--- src/rtl/icetap_jtag_shift_regs_pkg.sv ---
// Shared icetap definitions: JTAG register selectors, CMD bit positions,
// STATUS field offsets and the DATA readout FSM state encoding.
package icetap_jtag_shift_regs_pkg;

    // Instruction-register values that select each icetap data register
    localparam logic [2:0] JTAG_REG_CMD          = 3'd0;
    localparam logic [2:0] JTAG_REG_STATUS       = 3'd1;
    localparam logic [2:0] JTAG_REG_STORE_MASK   = 3'd2;
    localparam logic [2:0] JTAG_REG_TRIGGER_MASK = 3'd3;
    localparam logic [2:0] JTAG_REG_DATA         = 3'd4;
    localparam logic [2:0] JTAG_REG_BYPASS       = 3'd7;

    // Bit positions inside a committed command word
    localparam int CMD_ARM        = 0;
    localparam int CMD_CLEAR      = 1;
    localparam int CMD_FORCE_TRIG = 2;

    // Field offsets inside the STATUS word presented by the capture core
    localparam int STATUS_ARMED      = 0;
    localparam int STATUS_TRIGGERED  = 1;
    localparam int STATUS_FULL       = 2;
    localparam int STATUS_WR_PTR_LSB = 8;

    // Sample-readout handshake states
    typedef enum logic {
        DATA_IDLE = 1'b0,
        DATA_WAIT = 1'b1
    } data_state_t;

endpackage

--- src/rtl/icetap_shift_reg.sv ---
// Generic LSB-first JTAG shift register with a parallel load that takes
// priority over shifting. The register contents double as the parallel output.
module icetap_shift_reg
    import icetap_jtag_shift_regs_pkg::*;
#(
    parameter int               WIDTH     = 8,
    parameter logic [WIDTH-1:0] RESET_VAL = '0
) (
    input  logic             tck,
    input  logic             reset_,
    input  logic             load,
    input  logic [WIDTH-1:0] load_data,
    input  logic             shift_ena,
    input  logic             shift_in,
    output logic [WIDTH-1:0] q,
    output logic             shift_out
);

    logic [WIDTH-1:0] shifted;

    // A one-bit register simply takes the serial input on a shift
    if (WIDTH == 1) begin : g_single
        assign shifted = shift_in;
    end else begin : g_multi
        assign shifted = {shift_in, q[WIDTH-1:1]};
    end

    // Reset beats load, load beats shift
    always_ff @(posedge tck) begin
        if (!reset_) begin
            q <= RESET_VAL;
        end else if (load) begin
            q <= load_data;
        end else if (shift_ena) begin
            q <= shifted;
        end
    end

    assign shift_out = q[0];

endmodule

--- src/rtl/icetap_jtag_shift_regs.sv ---
// Main-block (tck domain) end of the icetap JTAG register interface.
// Holds CMD, STATUS, STORE_MASK, TRIGGER_MASK and DATA shift registers.
// Optional build macro ICETAP_MASK_READBACK_EN adds serial readback of the
// old mask bits while a new mask is being shifted in.
module icetap_jtag_shift_regs
    import icetap_jtag_shift_regs_pkg::*;
#(
    parameter int NR_SIGNALS  = 1,
    parameter int CMD_BITS    = 8,
    parameter int STATUS_BITS = 16
) (
    input  logic                   tck,
    input  logic                   reset_,
    input  logic                   cmd_shift_ena,
    input  logic                   cmd_shift_update,
    input  logic                   cmd_shift_data,
    output logic [CMD_BITS-1:0]    cmd_word,
    output logic                   cmd_valid,
    input  logic                   status_shift_update,
    input  logic                   status_shift_ena,
    output logic                   status_shift_data,
    input  logic [STATUS_BITS-1:0] status_in,
    input  logic                   store_mask_shift_ena,
    input  logic                   store_mask_shift_data,
    output logic [NR_SIGNALS-1:0]  store_mask,
    input  logic                   trigger_mask_shift_ena,
    input  logic                   trigger_mask_shift_data,
    output logic [NR_SIGNALS-1:0]  trigger_mask,
    input  logic                   data_shift_update,
    input  logic                   data_shift_ena,
    output logic                   data_shift_data,
    output logic                   data_rd_req,
    input  logic                   data_rd_valid,
    input  logic [NR_SIGNALS-1:0]  data_rd_data,
    output logic                   data_rd_busy
`ifdef ICETAP_MASK_READBACK_EN
    ,
    output logic                   store_mask_shift_out,
    output logic                   trigger_mask_shift_out
`endif
);

    logic [CMD_BITS-1:0] cmd_sr;
    logic                cmd_sr_unused_out;
    data_state_t         data_state;
    data_state_t         data_state_next;
    logic                data_rd_req_next;
    logic                data_load;

`ifndef ICETAP_MASK_READBACK_EN
    logic store_mask_unused_out;
    logic trigger_mask_unused_out;
`endif

    // CMD shift register; an update in the same cycle freezes it so the
    // committed word is the pre-shift value
    icetap_shift_reg #(
        .WIDTH     (CMD_BITS),
        .RESET_VAL ('0)
    ) u_cmd_sr (
        .tck       (tck),
        .reset_    (reset_),
        .load      (1'b0),
        .load_data ('0),
        .shift_ena (cmd_shift_ena & ~cmd_shift_update),
        .shift_in  (cmd_shift_data),
        .q         (cmd_sr),
        .shift_out (cmd_sr_unused_out)
    );

    // Commit the shifted command and flag it for exactly one cycle
    always_ff @(posedge tck) begin
        if (!reset_) begin
            cmd_word  <= '0;
            cmd_valid <= 1'b0;
        end else begin
            cmd_valid <= cmd_shift_update;
            if (cmd_shift_update) begin
                cmd_word <= cmd_sr;
            end
        end
    end

    // STATUS: capture the core's status word, then drain it LSB first
    icetap_shift_reg #(
        .WIDTH     (STATUS_BITS),
        .RESET_VAL ('0)
    ) u_status_sr (
        .tck       (tck),
        .reset_    (reset_),
        .load      (status_shift_update),
        .load_data (status_in),
        .shift_ena (status_shift_ena),
        .shift_in  (1'b0),
        .q         (),
        .shift_out (status_shift_data)
    );

    // Store mask is live while shifting; reset keeps every signal stored
    icetap_shift_reg #(
        .WIDTH     (NR_SIGNALS),
        .RESET_VAL ({NR_SIGNALS{1'b1}})
    ) u_store_mask_sr (
        .tck       (tck),
        .reset_    (reset_),
        .load      (1'b0),
        .load_data ('0),
        .shift_ena (store_mask_shift_ena),
        .shift_in  (store_mask_shift_data),
        .q         (store_mask),
`ifdef ICETAP_MASK_READBACK_EN
        .shift_out (store_mask_shift_out)
`else
        .shift_out (store_mask_unused_out)
`endif
    );

    // Trigger mask is live while shifting; reset disables all triggers
    icetap_shift_reg #(
        .WIDTH     (NR_SIGNALS),
        .RESET_VAL ('0)
    ) u_trigger_mask_sr (
        .tck       (tck),
        .reset_    (reset_),
        .load      (1'b0),
        .load_data ('0),
        .shift_ena (trigger_mask_shift_ena),
        .shift_in  (trigger_mask_shift_data),
        .q         (trigger_mask),
`ifdef ICETAP_MASK_READBACK_EN
        .shift_out (trigger_mask_shift_out)
`else
        .shift_out (trigger_mask_unused_out)
`endif
    );

    // DATA: loaded from sample memory when a read completes, then drained
    icetap_shift_reg #(
        .WIDTH     (NR_SIGNALS),
        .RESET_VAL ('0)
    ) u_data_sr (
        .tck       (tck),
        .reset_    (reset_),
        .load      (data_load),
        .load_data (data_rd_data),
        .shift_ena (data_shift_ena),
        .shift_in  (1'b0),
        .q         (),
        .shift_out (data_shift_data)
    );

    // Readout FSM state and the registered one-cycle request pulse
    always_ff @(posedge tck) begin
        if (!reset_) begin
            data_state  <= DATA_IDLE;
            data_rd_req <= 1'b0;
        end else begin
            data_state  <= data_state_next;
            data_rd_req <= data_rd_req_next;
        end
    end

    // Issue one request per idle update; accept the reply only while waiting
    always_comb begin
        data_state_next  = data_state;
        data_rd_req_next = 1'b0;
        data_load        = 1'b0;
        case (data_state)
            DATA_IDLE: begin
                if (data_shift_update) begin
                    data_state_next  = DATA_WAIT;
                    data_rd_req_next = 1'b1;
                end
            end
            DATA_WAIT: begin
                if (data_rd_valid) begin
                    data_load       = 1'b1;
                    data_state_next = DATA_IDLE;
                end
            end
            default: begin
                data_state_next = DATA_IDLE;
            end
        endcase
    end

    assign data_rd_busy = (data_state == DATA_WAIT);

endmodule

--- config.mk ---
export PLATFORM = sky130hd
export DESIGN_NAME = icetap_jtag_shift_regs
export DESIGN_NICKNAME = d
export VERILOG_FILES = /design/src/rtl/icetap_jtag_shift_regs_pkg.sv /design/src/rtl/icetap_shift_reg.sv /design/src/rtl/icetap_jtag_shift_regs.sv
export SDC_FILE = /design/constraint.sdc
export NUM_CORES = 1
export LEC_CHECK = 0
export CORE_MARGIN = 2
export CORE_UTILIZATION = 49
export CTS_BUF_LIST = sky130_fd_sc_hd__clkbuf_8 sky130_fd_sc_hd__clkbuf_16
export DETAILED_ROUTE_END_ITERATION = 10
export GPL_TIMING_DRIVEN = 1
export HOLD_SLACK_MARGIN = 0.08
export PLACE_DENSITY = 0.78
export SLEW_MARGIN = 40
export SYNTH_ARGS = -nofsm -noshare
export SYNTH_HDL_FRONTEND = slang
export SYNTH_HIERARCHICAL = 1
export SYNTH_SLANG_ARGS = --single-unit
export TNS_END_PERCENT = 10
--- constraint.sdc ---
create_clock -name tck -period 1.9 [get_ports tck]
set_input_delay 0.475 -clock tck [delete_from_list [all_inputs] [get_ports tck]]
set_output_delay 0.475 -clock tck [all_outputs]
set_load 0.005 [all_outputs]
* Word-level counts from Yosys, hierarchy flattened
Index checks and enable logic that the tools add are counted.
** Word-level totals
- Memories kept :: 0
- Memory bits (writable) :: 0
- Bits in latches :: 0
- Bits in registers :: 38
- Output and inout bits :: 15
- ROM bits :: 0
** Operators by class
- Muxes and demuxes :: 9
- $add $sub $neg :: 0
- Divide/modulo/power cells :: 0
- Shifts and indexed selects :: 0
- Bitwise operators :: 4
- Eq/ne operators :: 0
- Reductions and logical operators :: 3
- $lt $le $gt $ge :: 0
- Multipliers :: 0
** Operators by type and width (count)
- 16-bit 2-to-1 mux :: 2
- 1-bit 2-to-1 mux :: 6
- 2-bit nonzero test :: 2
- 1-bit inverter :: 3
- 1-bit one-hot mux with 2 select lines :: 1
- 2-bit OR reduction :: 1
- 1-bit AND :: 1

* Logic depth before layout (Yosys ltp)
Gate-level depths: netlist of run 1.
- Word-level depth :: 3
- Depth in mapped cells :: 5
- Depth with buffers taken out :: 3

* By module
The synthesis of run 1 kept the hierarchy.
** Modules (own cells, without submodules)
- icetap_shift_reg (u_status_sr) :: area an instance 859.6 sq um, cells an instance 72, times used 1
- icetap_shift_reg (u_cmd_sr) :: area an instance 447.9 sq um, cells an instance 36, times used 1
- icetap_jtag_shift_regs :: area an instance 409.1 sq um, cells an instance 37, times used 1
- icetap_shift_reg (u_data_sr ...) :: area an instance 55.1 sq um, cells an instance 5, times used 2
- icetap_shift_reg (u_store_mask_sr) :: area an instance 56.3 sq um, cells an instance 6, times used 1

* Least setup slack after synthesis of run 1
OpenSTA, ideal clock, no wires.
- Path type :: in2reg
- Start point :: input port cmd_shift_update
- End point :: register u_cmd_sr.q[0]
- Buffers on the path :: 2
- Required time :: 1.784 ns
- Stages on the path :: 5
- Slack :: 0.348 ns
- Arrival :: 1.436 ns
- Cell sequence :: buf_6 and2b_2 buf_6 mux2_4 o211a_1
** Between the ends
- Word-level cells in the longest chain between the ends :: 2
** RTL lines
- from (decl) :: line icetap_jtag_shift_regs.sv:15 : input logic cmd_shift_update,
- 1-bit inverter :: line icetap_jtag_shift_regs.sv:65 : .shift_ena (cmd_shift_ena & ~cmd_shift_update),
- 1-bit AND :: line icetap_jtag_shift_regs.sv:65
- to (signal assigned) :: line icetap_shift_reg.sv:33 : q <= load_data;
- to (signal assigned) :: line icetap_shift_reg.sv:35 : q <= shifted;
- to (decl) :: line icetap_shift_reg.sv:15 : output logic [WIDTH-1:0] q,
No other way between the ends.
A chain may end at the register's enable or synchronous reset.

* Worst setup path in the final report of run 1
- Start point :: register data_state (netlist: data_rd_busy)
- End point :: output port data_rd_busy
** RTL lines
- from (decl) :: line icetap_jtag_shift_regs.sv:45 : data_state_t data_state;
- from (signal assigned) :: line icetap_jtag_shift_regs.sv:158 : data_state <= data_state_next;
- to (decl) :: line icetap_jtag_shift_regs.sv:35 : output logic data_rd_busy
No word-level cell between the ends.

==> results of run 1 <==
## power by group through the flow
stage / clock, mW / combinational [mW] / sequential (mW)
floorplan: 0 / 0.201 / 0.894
global placement: 0 / 0.302 / 0.897
detailed placement: 0 / 0.312 / 0.901
CTS: 0.572 / 0.313 / 0.883
global route: 0.607 / 0.342 / 0.891
finish: 0.553 / 0.313 / 0.883
## state kept, by name, indices dropped and copies added, names as in the netlist
name	count
u_cmd_sr/q	8
u_data_sr/q	1
u_trigger_mask_sr/q	1
u_status_sr/q	16
data_rd_req	1
cmd_word	8
data_rd_busy	1
u_store_mask_sr/q	1
cmd_valid	1
## area by class of cell
type | instances | area share
well taps | 48 | 0.0241
flip-flops and latches | 38 | 0.305
clock buffers | 6 | 0.0331
multi-input cells | 127 | 0.431
clock inverters | 2 | 0.00352
repair buffers | 50 | 0.201
inverters | 1 | 0.00151
## routing by layer
layer  GRT usage  up-vias  wire length, µm
li1            -      663                -
met1       0.196      598             1440
met2       0.311       27             1640
met3      0.0411        7              134
met4      0.0781        0               57
met5           0        -                0
## per-stage QoR
step | util | total power [mW]
detailed placement | 0.656 | 1.21
global placement | 0.656 | 1.20
finish | 0.680 | 1.75
global route | 0.680 | 1.84
floorplan | - | 1.09
CTS | 0.680 | 1.77
## path summary, 6_finish.rpt
check	startpoint	end	slack [ps]
max reg2reg	u_cmd_sr/q[2]	u_cmd_sr/q[1]	980
min reg2reg	data_rd_busy	data_rd_req	470
min	data_rd_busy	data_rd_req	470
max	data_rd_busy	data_rd_busy	240
==> impl_metrics.json, run 1 <==
{
  "crit_path_max_fanout": 4,
  "fill_cells": 285,
  "drive_gt1_frac": 0.170,
  "grt_pass1_wl_mm": 5.80,
  "switchingPower_mw": 0.398,
  "hold_viol": 0,
  "critPathCaptureType": "output port",
  "n_antenna_cell": 0,
  "num_vias": 1295,
  "routabilityCongestion": 0.760,
  "placed_area_mm2": 0.00240,
  "stdcell_area_mm2": 0.00249,
  "antenna_found_initial": 0,
  "clk_pin_slew_ps": 70,
  "worstRegToRegCells": 2,
  "p_leak_nw": 1.25,
  "cts_root_buf": "clkbuf_8",
  "rows": 22,
  "layout_setup_ws_ps": 238,
  "htreeDepth": 2,
  "crit_required_ps": 1420,
  "placed_cells": 264,
  "path_delay_family": "buffers and inverters",
  "via_per_inst": 4.76,
  "cts_buffer_depth": 2,
  "drt.antenna.violating_nets": 0,
  "drt-total-wl_mm": 3.28,
  "period_share": 0.875,
  "layout_common_cells": "clkdlybuf4s50_1 (45), dfxtp_1 (38), o211a_1 (26), conb_1 (23), mux2_4 (18)",
  "min_path_cells": 1,
  "pin_count": 46,
  "power_density_mw_per_mm2": 702,
  "numCtsBuffers": 5,
  "cts_hold_buf": 0,
  "layout_commonest_cell": "clkdlybuf4s50_1",
  "critical_path_class": "reg2out",
  "cts.sinks": 38,
  "p_sw_frac": 0.227,
  "synth.avg_cell_area_um2": 11.8,
  "synth_area_mm2": 0.00186,
  "fin_crit_ps": 1660,
  "post-place-ws_ps": -38.8,
  "crit_slowest_cell": "clkdlybuf4s50_1",
  "rsz0062_at_grt": "false",
  "cp-start-kind": "register",
  "ys_warn_count": 6,
  "drc_errors": 0,
  "fp.dieH_um": 65.6,
  "drt-pass1-iter-count": 4,
  "initial_utilization": 0.508,
  "max-cap-violations": 0,
  "crit_chain": "clkdlybuf4s50_1",
  "die_x_um": 65.6,
  "grt.overflow.total": 0,
  "syn_inst": 158,
  "hp-class": "reg2reg",
  "drv_slew": 0,
  "grt_pass1_vias": 1293,
  "timing.fmax_mhz": 602,
  "cts_tree": "built",
  "hpwl_mm": 2.32,
  "syn_to_final_growth_pct": 33.9,
  "setup_violations": 0,
  "finalSetupTns_ps": 0,
  "grt_max_degree": 40,
  "combPwrFrac": 0.179,
  "fp.coreArea_mm2": 0.00366,
  "final_cells": 272,
  "drt_iter0_markers": 40,
  "nets": 254,
  "whs_ps": 469,
  "cts_resized": 0,
  "p_clk_frac": 0.316,
  "p_int_mw": 1.35,
  "skew_ps": 3.69,
  "track_usage": 0.175,
  "worst-path-stages": 1,
  "crit_buf_inv": 1,
  "multi_input_area_mm2": 0.00107,
  "io_buffer_count": 45,
  "regArea_um2": 761,
  "slowest_delay_ps": 520,
  "pwr-share-seq": 0.505,
  "clk_latency_ps": 290,
  "wl_per_cell_um": 12.0,
  "critPathArrivalTime_ps": 1190,
  "dieArea_mm2": 0.00431,
  "cts_setup_buffers": 0,
  "ir_worst_vdd_v": 0.000481,
  "outcome": "finished clean"
}
Note: power is estimated with default switching activity, not from simulation.
==> run 2, diff against run 1 <==
--- a/config.mk
+++ b/config.mk
@@ -7,12 +7,11 @@
 export LEC_CHECK = 0
 export CORE_MARGIN = 2
 export CORE_UTILIZATION = 49
-export CTS_BUF_LIST = sky130_fd_sc_hd__clkbuf_8 sky130_fd_sc_hd__clkbuf_16
+export CTS_BUF_LIST = sky130_fd_sc_hd__clkbuf_4 sky130_fd_sc_hd__clkbuf_8 sky130_fd_sc_hd__clkbuf_16
 export DETAILED_ROUTE_END_ITERATION = 10
 export GPL_TIMING_DRIVEN = 1
 export HOLD_SLACK_MARGIN = 0.08
 export PLACE_DENSITY = 0.78
-export SLEW_MARGIN = 40
 export SYNTH_ARGS = -nofsm -noshare
 export SYNTH_HDL_FRONTEND = slang
 export SYNTH_HIERARCHICAL = 1
==> run 2 against run 1 <==
Final area grew 0.15%. Total power grew 1.1%. Core utilization is 0.10 points higher. Register-to-register slack hardly changed. Count of clock-buffer cells in the layout increased by 1. Worst hold slack barely moved. Critical endpoint unchanged. Largest cell class unchanged.
==> impl_metrics.json, run 2 (synthesis gave the netlist of run 1 again) <==
{
  "outcome": "finished clean",
  "initial_utilization": 0.508,
  "nets": 254,
  "final_core_util": 0.681,
  "crit_buf_inv": 1,
  "power_density_mw_per_mm2": 709,
  "antenna_found_initial": 0,
  "p_int_mw": 1.37,
  "track_usage": 0.175,
  "syn_to_final_growth_pct": 34.1,
  "cts_hold_buf": 0,
  "drive_gt1_frac": 0.174,
  "hold_viol": 0,
  "slowest_delay_ps": 520,
  "crit_required_ps": 1420,
  "routabilityCongestion": 0.760,
  "crit_path_max_fanout": 4,
  "skew_ps": 3.69,
  "layout_common_cells": "clkdlybuf4s50_1 (45), dfxtp_1 (38), o211a_1 (26), conb_1 (23), mux2_4 (18)",
  "drt_iter0_markers": 39,
  "min_path_cells": 1,
  "drt-pass1-iter-count": 4,
  "drc_errors": 0,
  "period_share": 0.875,
  "layout_setup_ws_ps": 238,
  "n_antenna_cell": 0,
  "die_x_um": 65.6,
  "cp-start-kind": "register",
  "hpwl_mm": 2.32,
  "cts_setup_buffers": 0,
  "p_clk_frac": 0.324,
  "cts.sinks": 38,
  "drt.antenna.violating_nets": 0,
  "critical_path_class": "reg2out",
  "setup_violations": 0,
  "grt_pass1_wl_mm": 5.80,
  "cts_tree": "built",
  "max-cap-violations": 0,
  "via_per_inst": 4.76,
  "dieArea_mm2": 0.00431,
  "ir_worst_vdd_v": 0.000491,
  "largestRegisters": "u_status_sr/q (16), cmd_word (8), u_cmd_sr/q (8)",
  "wl_per_cell_um": 12.0,
  "cts_resized": 0,
  "io_buffer_count": 45,
  "fin_crit_ps": 1660,
  "post-place-ws_ps": -38.8,
  "finalSetupTns_ps": 0,
  "cts_root_buf": "clkbuf_8",
  "timing.fmax_mhz": 602,
  "largest_reg_flops": 16,
  "crit_slowest_cell": "clkdlybuf4s50_1",
  "critPathArrivalTime_ps": 1190,
  "worst-path-stages": 1,
  "top_register": "u_status_sr/q",
  "p_leak_nw": 1.25,
  "htreeDepth": 2,
  "whs_ps": 469,
  "numCtsBuffers": 5,
  "crit_chain": "clkdlybuf4s50_1",
  "drt-total-wl_mm": 3.28,
  "rsz0062_at_grt": "false",
  "fp.dieH_um": 65.6,
  "grt_max_degree": 40,
  "clk_latency_ps": 290,
  "critPathCaptureType": "output port",
  "pin_count": 46,
  "path_delay_family": "buffers and inverters",
  "switchingPower_mw": 0.397,
  "worstRegToRegCells": 2,
  "grt_pass1_vias": 1293,
  "combPwrFrac": 0.177,
  "num_vias": 1295,
  "hp-class": "reg2reg",
  "drv_slew": 0,
  "fp.coreArea_mm2": 0.00366,
  "pwr-share-seq": 0.499,
  "cts_buffer_depth": 2,
  "grt.overflow.total": 0,
  "p_sw_frac": 0.225,
  "layout_commonest_cell": "clkdlybuf4s50_1",
  "rows": 22,
  "clk_pin_slew_ps": 70
}
-- run 2: cell types whose count changed in the layout (fill, tap and decap cells not counted), sizes merged --
cell | previous run | this run
clkbuf | 6 | 7
inv | 2 | 1
-- run 2: routing by layer --
layer | track usage | vias up | part of all wire
met5 | 0 | - | 0
met2 | 0.311 | 27 | 0.50
met1 | 0.196 | 598 | 0.44
li1 | - | 663 | -
met4 | 0.0781 | 0 | 0.017
met3 | 0.0411 | 7 | 0.041
-- run 2: power by group through the flow --
stage	Clock [mW]	Sequential (mW)	Combinational [mW]
2_1_floorplan	0	0.894	0.201
3_3_place_gp	0	0.897	0.302
3_5_place_dp	0	0.901	0.312
4_1_cts	0.592	0.883	0.313
5_1_grt	0.626	0.891	0.342
6_report	0.572	0.883	0.313
-- run 2: worst register-to-register path: cells and delay by family (launching register included) --
kind	cells	cell delay, ps
DFF	1	350
AOI/OAI and AO/OA	1	200
muxes	1	270
-- run 2: per-stage QoR --
step	cell area (µm²)	cells	power [mW]
2_1_floorplan	1940	180	1.09
3_3_place_gp	2400	264	1.20
3_5_place_dp	2400	264	1.21
4_1_cts	2490	272	1.79
5_1_grt	2490	272	1.86
6_report	2490	272	1.77
-- run 2: worst paths after layout --
path	slack (ps)	startpoint	to
min	470	data_rd_busy	data_rd_req
max	240	data_rd_busy	data_rd_busy
max reg2reg	980	u_cmd_sr/q[2]	u_cmd_sr/q[1]
min reg2reg	470	data_rd_busy	data_rd_req
-- run 2: final cells by class --
cell class                 count  area, µm²
clock buffer                   7       90.1
multi-input combinational    127       1070
sequential                    38        761
fill                         283       1170
inverter                       1       3.75
timing repair buffer          50        500
clock inverter                 1       5.00
tap                           48       60.1
==> run 3, diff against run 2 <==
--- a/config.mk
+++ b/config.mk
@@ -6,7 +6,7 @@
 export NUM_CORES = 1
 export LEC_CHECK = 0
 export CORE_MARGIN = 2
-export CORE_UTILIZATION = 49
+export CORE_UTILIZATION = 46
 export CTS_BUF_LIST = sky130_fd_sc_hd__clkbuf_4 sky130_fd_sc_hd__clkbuf_8 sky130_fd_sc_hd__clkbuf_16
 export DETAILED_ROUTE_END_ITERATION = 10
 export GPL_TIMING_DRIVEN = 1
@@ -14,6 +14,5 @@
 export PLACE_DENSITY = 0.78
 export SYNTH_ARGS = -nofsm -noshare
 export SYNTH_HDL_FRONTEND = slang
-export SYNTH_HIERARCHICAL = 1
 export SYNTH_SLANG_ARGS = --single-unit
 export TNS_END_PERCENT = 10
==> run 3 against run 2 <==
Critical endpoint unchanged. Non-clock buffer count fell by 1. Sequential cell count did not move. Sequential share of layout area rose by 6.9 points. Final area fell by 18%. Highest routed layer unchanged. Wire length fell by 15%. Fmax fell by 5.1%. Largest power group unchanged. Register-to-register slack improved by 140 ps. Synthesized area fell by 18%. Synthesized cell count fell by 8.2%. Worst hold slack improved by 20 ps. Critical path depth did not move.
==> impl_metrics.json, run 3 <==
{
  "multi_input_area_um2": 678,
  "pin_count": 46,
  "fp.coreArea_mm2": 0.00310,
  "syn_inst": 145,
  "synthFlopType": "dfxtp_1",
  "slowest_delay_ps": 530,
  "r2r_slack_ps": 1120,
  "drive_gt1_frac": 0.0684,
  "placed_cells": 227,
  "wl_per_cell_um": 12.0,
  "drt-total-wl_mm": 2.80,
  "worstRegToRegCells": 2,
  "antenna_found_initial": 0,
  "slew_headroom": 0.520,
  "top_register": "u_status_sr.q",
  "finalSetupTns_ps": 0,
  "r2r-end": "data_rd_busy",
  "timing.fmax_mhz": 571,
  "synth.avg_cell_area_um2": 10.5,
  "ys_ff_latch": 38,
  "hp-class": "reg2reg",
  "crit_chain": "clkdlybuf4s50_1",
  "syn_to_final_growth_pct": 33.8,
  "setup_violations": 0,
  "crit_end": "data_rd_busy",
  "ys_warn_count": 0,
  "critPathCaptureType": "output port",
  "outcome": "finished clean",
  "hold_viol": 0,
  "largest_reg_flops": 16,
  "cts_setup_buffers": 0,
  "rows": 20,
  "clk_latency_ps": 330,
  "crit_path_max_fanout": 5,
  "syn_nets": 176,
  "drc_errors": 0,
  "hpwl_mm": 2.14,
  "totalPowerFinal_mw": 1.44,
  "drv_slew": 0,
  "yosysUniqueCellTypes": 21,
  "grt_pass1_vias": 1169,
  "critical_path_class": "reg2out",
  "grt.overflow.total": 0,
  "setup.worst_path.start": "data_rd_busy",
  "cts_buffer_depth": 2,
  "via_per_inst": 4.85,
  "track_usage": 0.175,
  "fill_cells": 284,
  "numCtsBuffers": 5,
  "die_x_um": 61.5,
  "n_antenna_cell": 0,
  "grt_pass1_wl_mm": 4.74,
  "clk_pin_slew_ps": 90,
  "cts_resized": 0,
  "crit_buf_inv": 1,
  "synth_seq_area_share": 0.500,
  "num_vias": 1136,
  "synth_area_mm2": 0.00152,
  "synth_edf_count": 0,
  "regArea_um2": 761,
  "worst-path-stages": 1,
  "power_density_mw_per_mm2": 706,
  "cts.sinks": 38,
  "largestRegisters": "u_status_sr.q (16), cmd_word (8), u_cmd_sr.q (8)",
  "synth_top_area_share": 0.500,
  "crit_slowest_cell": "clkdlybuf4s50_1",
  "cp-start-kind": "register",
  "final_cells": 234,
  "tightest_slew_ps": 719,
  "ir_worst_vdd_v": 0.000414,
  "period_share": 0.922,
  "cts_tree": "built",
  "drt.antenna.violating_nets": 0,
  "ys_async_sr_fraction": 0,
  "fp.dieH_um": 61.5,
  "layout_common_cells": "clkdlybuf4s50_1 (45), dfxtp_1 (38), mux2i_1 (34), nor2b_1 (18), a21oi_1 (16)",
  "skew_ps": 3.55,
  "initial_utilization": 0.490,
  "critPathArrivalTime_ps": 1280,
  "fin_crit_ps": 1750,
  "cts_hold_buf": 0,
  "path_delay_family": "buffers and inverters",
  "synth_commonest_cells": "dfxtp_1 (38), mux2i_1 (34), nor2b_1 (18)",
  "io_buffer_count": 45,
  "drt-pass1-iter-count": 4,
  "nets": 221,
  "htreeDepth": 2,
  "synth_top_area_cell": "dfxtp_1",
  "rsz0062_at_grt": "false",
  "p_leak_nw": 0.801,
  "max-cap-violations": 0,
  "routabilityCongestion": 0.713,
  "rr_startpoint": "data_rd_busy",
  "drt_iter0_markers": 26,
  "yosysMostFrequentCell": "dfxtp_1",
  "synthTopCellsByArea": "dfxtp_1 (50%), mux2i_1 (22%), nor2b_1 (7.4%)",
  "grt_max_degree": 31,
  "cts_root_buf": "clkbuf_4",
  "layout_commonest_cell": "clkdlybuf4s50_1",
  "dieArea_mm2": 0.00378,
  "crit_required_ps": 1420
}
run 3: worst min path at each step:
stage                       from                 to  cells past startpoint
4_1_cts        u_store_mask_sr.q  u_store_mask_sr.q                      2
5_1_grt        u_store_mask_sr.q  u_store_mask_sr.q                      2
3_3_place_gp   u_store_mask_sr.q  u_store_mask_sr.q                      2
2_1_floorplan       data_rd_busy        data_rd_req                      1
6_report       u_store_mask_sr.q  u_store_mask_sr.q                      2
3_5_place_dp   u_store_mask_sr.q  u_store_mask_sr.q                      2
run 3: per-layer routing:
layer	global-route usage	share of wire	wire length, µm	vias up
met5	0	0	0	-
met4	0.100	0.024	66	0
met3	0.0504	0.055	155	8
met2	0.313	0.51	1420	31
met1	0.180	0.41	1150	514
li1	-	-	-	583
run 3: power by group:
group	switching (mW)	internal [mW]	total [mW]
sequential	0.0177	0.830	0.848
combinational	0.0700	0.122	0.192
clock	0.229	0.168	0.397
total	0.316	1.12	1.44
run 3: layout make-up:
type                            count  share of cell area
Timing Repair Buffer               49               0.236
Clock buffer                        7              0.0258
Tap cell                           44              0.0271
Inverter                            2             0.00369
Sequential cell                    38               0.374
Multi-Input combinational cell     94               0.333
run 3: through the flow:
step | hold slack, ps | util | area [µm²] | setup WS [ps]
after floorplan | 463 | - | 1520 | 714
after global placement | 455 | 0.639 | 1980 | 101
after detailed placement | 465 | 0.639 | 1980 | 12.5
after CTS | 498 | 0.656 | 2030 | 119
after global routing | 541 | 0.656 | 2030 | 72.9
final | 490 | 0.656 | 2030 | 148
run 3: logic make-up after synthesis:
logic type / count (synthesis) / share of synthesized area
AOI/OAI and AO/OA: 32 / 0.107
buffers and inverters: 13 / 0.0535
DFF: 38 / 0.500
muxes: 34 / 0.224
and+or+nand+nor: 28 / 0.115
==> edit, RTL diff (settings of run 1) <==
The parameter `CMD_BITS` goes from 8 to 12.
--- a/src/rtl/icetap_jtag_shift_regs.sv
+++ b/src/rtl/icetap_jtag_shift_regs.sv
@@ -6,7 +6,7 @@
     import icetap_jtag_shift_regs_pkg::*;
 #(
     parameter int NR_SIGNALS  = 1,
-    parameter int CMD_BITS    = 8,
+    parameter int CMD_BITS    = 12,
     parameter int STATUS_BITS = 16
 ) (
     input  logic                   tck,
Interface: changed (resized cmd_word); port bits go from 46 to 50. No check against the original RTL was run, so the function may have changed too.
==> edit against run 1 <==
Synthesized cell count grew 19%; combinational power grew 15%; worst hold slack lost 12 ps; non-clock buffer count grew 6; die area grew 18%; setup slack lost 52 ps; critical path type is now input pin to flip-flop; critical path depth grew 3; total power grew 23%; sequential cell count grew 8; final area grew 18%; sequential power grew 21%; wire length grew 10%; area after synthesis grew 19%.
==> edit: results (changes against run 1) <==
stage,metric,value,unit,change
run_status,run status,finished clean,,
worst_setup_path,Critical Path End Type,flip-flop,,
layout,Nets,291,,+15%
layout,Layout fillers,353,,+24%
detailed_routing,routed length on met2,1.75,mm,+6.4%
layout,layout cell share with drive strength beyond 1,0.169,,-0.000412
pwr,Sw Pwr,0.460,mW,+16%
layout,biggest registers after layout,"u_status_sr/q x16, cmd_word x12, u_cmd_sr/q x12",,
layout,fraction of area in registers,0.314,,+0.00889
worst_setup_path,Top Family by Delay on Critical Path,simple AND/OR/NAND/NOR gates,,
place,gpl congestion,0.733,,-3.6%
detailed_routing,Vias per Instance,4.79,,+0.71%
grt,met1 Usage GRT,0.184,,-0.0125
grt,GR Layer Usage met3,0.0605,,+0.0194
grt,first-pass GRT wire length,6.39,mm,+10%
layout,Clock-cell share,0.0384,,+0.00176
layout,fraction of area in multi-input gates,0.430,,-0.00147
grt,met2 Track Usage GR,0.271,,-0.0400
detailed_routing,Starting DRT DRC Count,59,,+48%
place,Port-buffer cells,49,,+8.9%
detailed_routing,routed wire length,3.61,mm,+10%
detailed_routing,WL met3,145,microns,+8.2%
sta,WHS,458,ps,-11.6 ps
worst_setup_path,worst-path maximum fanout,12,,+8
detailed_routing,Routed WL per cell,11.6,microns,-3.9%
layout,comb_multi_in,150,,+18%
detailed_routing,metal1 wirelength,1.66,mm,+15%
worst_setup_path,crit path from,cmd_shift_update,,
grt,All-Layer GR Usage,0.160,,-0.0143
logic_synthesis,Avg Synthesized Cell Area,11.8,sq um,+0.26%
place,Placed Instances,305,,+16%
worst_setup_path,FF-to-FF End,u_cmd_sr/q[6],,
[edit: changes by cell type in the layout (fill, tap and decap cells not counted), moves of 3 or more]
cell                    run 1  this run
nand2b_1                   17        28
clkdlybuf4s50_1            45        49
dfxtp_1                    38        46
or2b_1                      9         2
mux2i_1                     9        13
o211a_1                    26        30
conb_1                     23        26
nor2b_1                     8        12
[edit: stage by stage]
| stage | setup TNS, ps | setup slack [ps] | area [sq um] |
|---|---|---|---|
| floorplan | 0 | 176 | 2310 |
| global placement | -1090 | -124 | 2820 |
| detailed placement | -1210 | -139 | 2820 |
| CTS | 0 | 192 | 2930 |
| global route | 0 | 150 | 2930 |
| finish | 0 | 187 | 2930 |
[edit: power by group through the flow]
stage	registers (mW)	clock network, mW	logic (mW)
6_report	1.07	0.729	0.360
4_1_cts	1.07	0.758	0.361
5_1_grt	1.08	0.800	0.395
3_3_place_gp	1.09	0	0.355
3_5_place_dp	1.09	0	0.360
2_1_floorplan	1.08	0	0.237
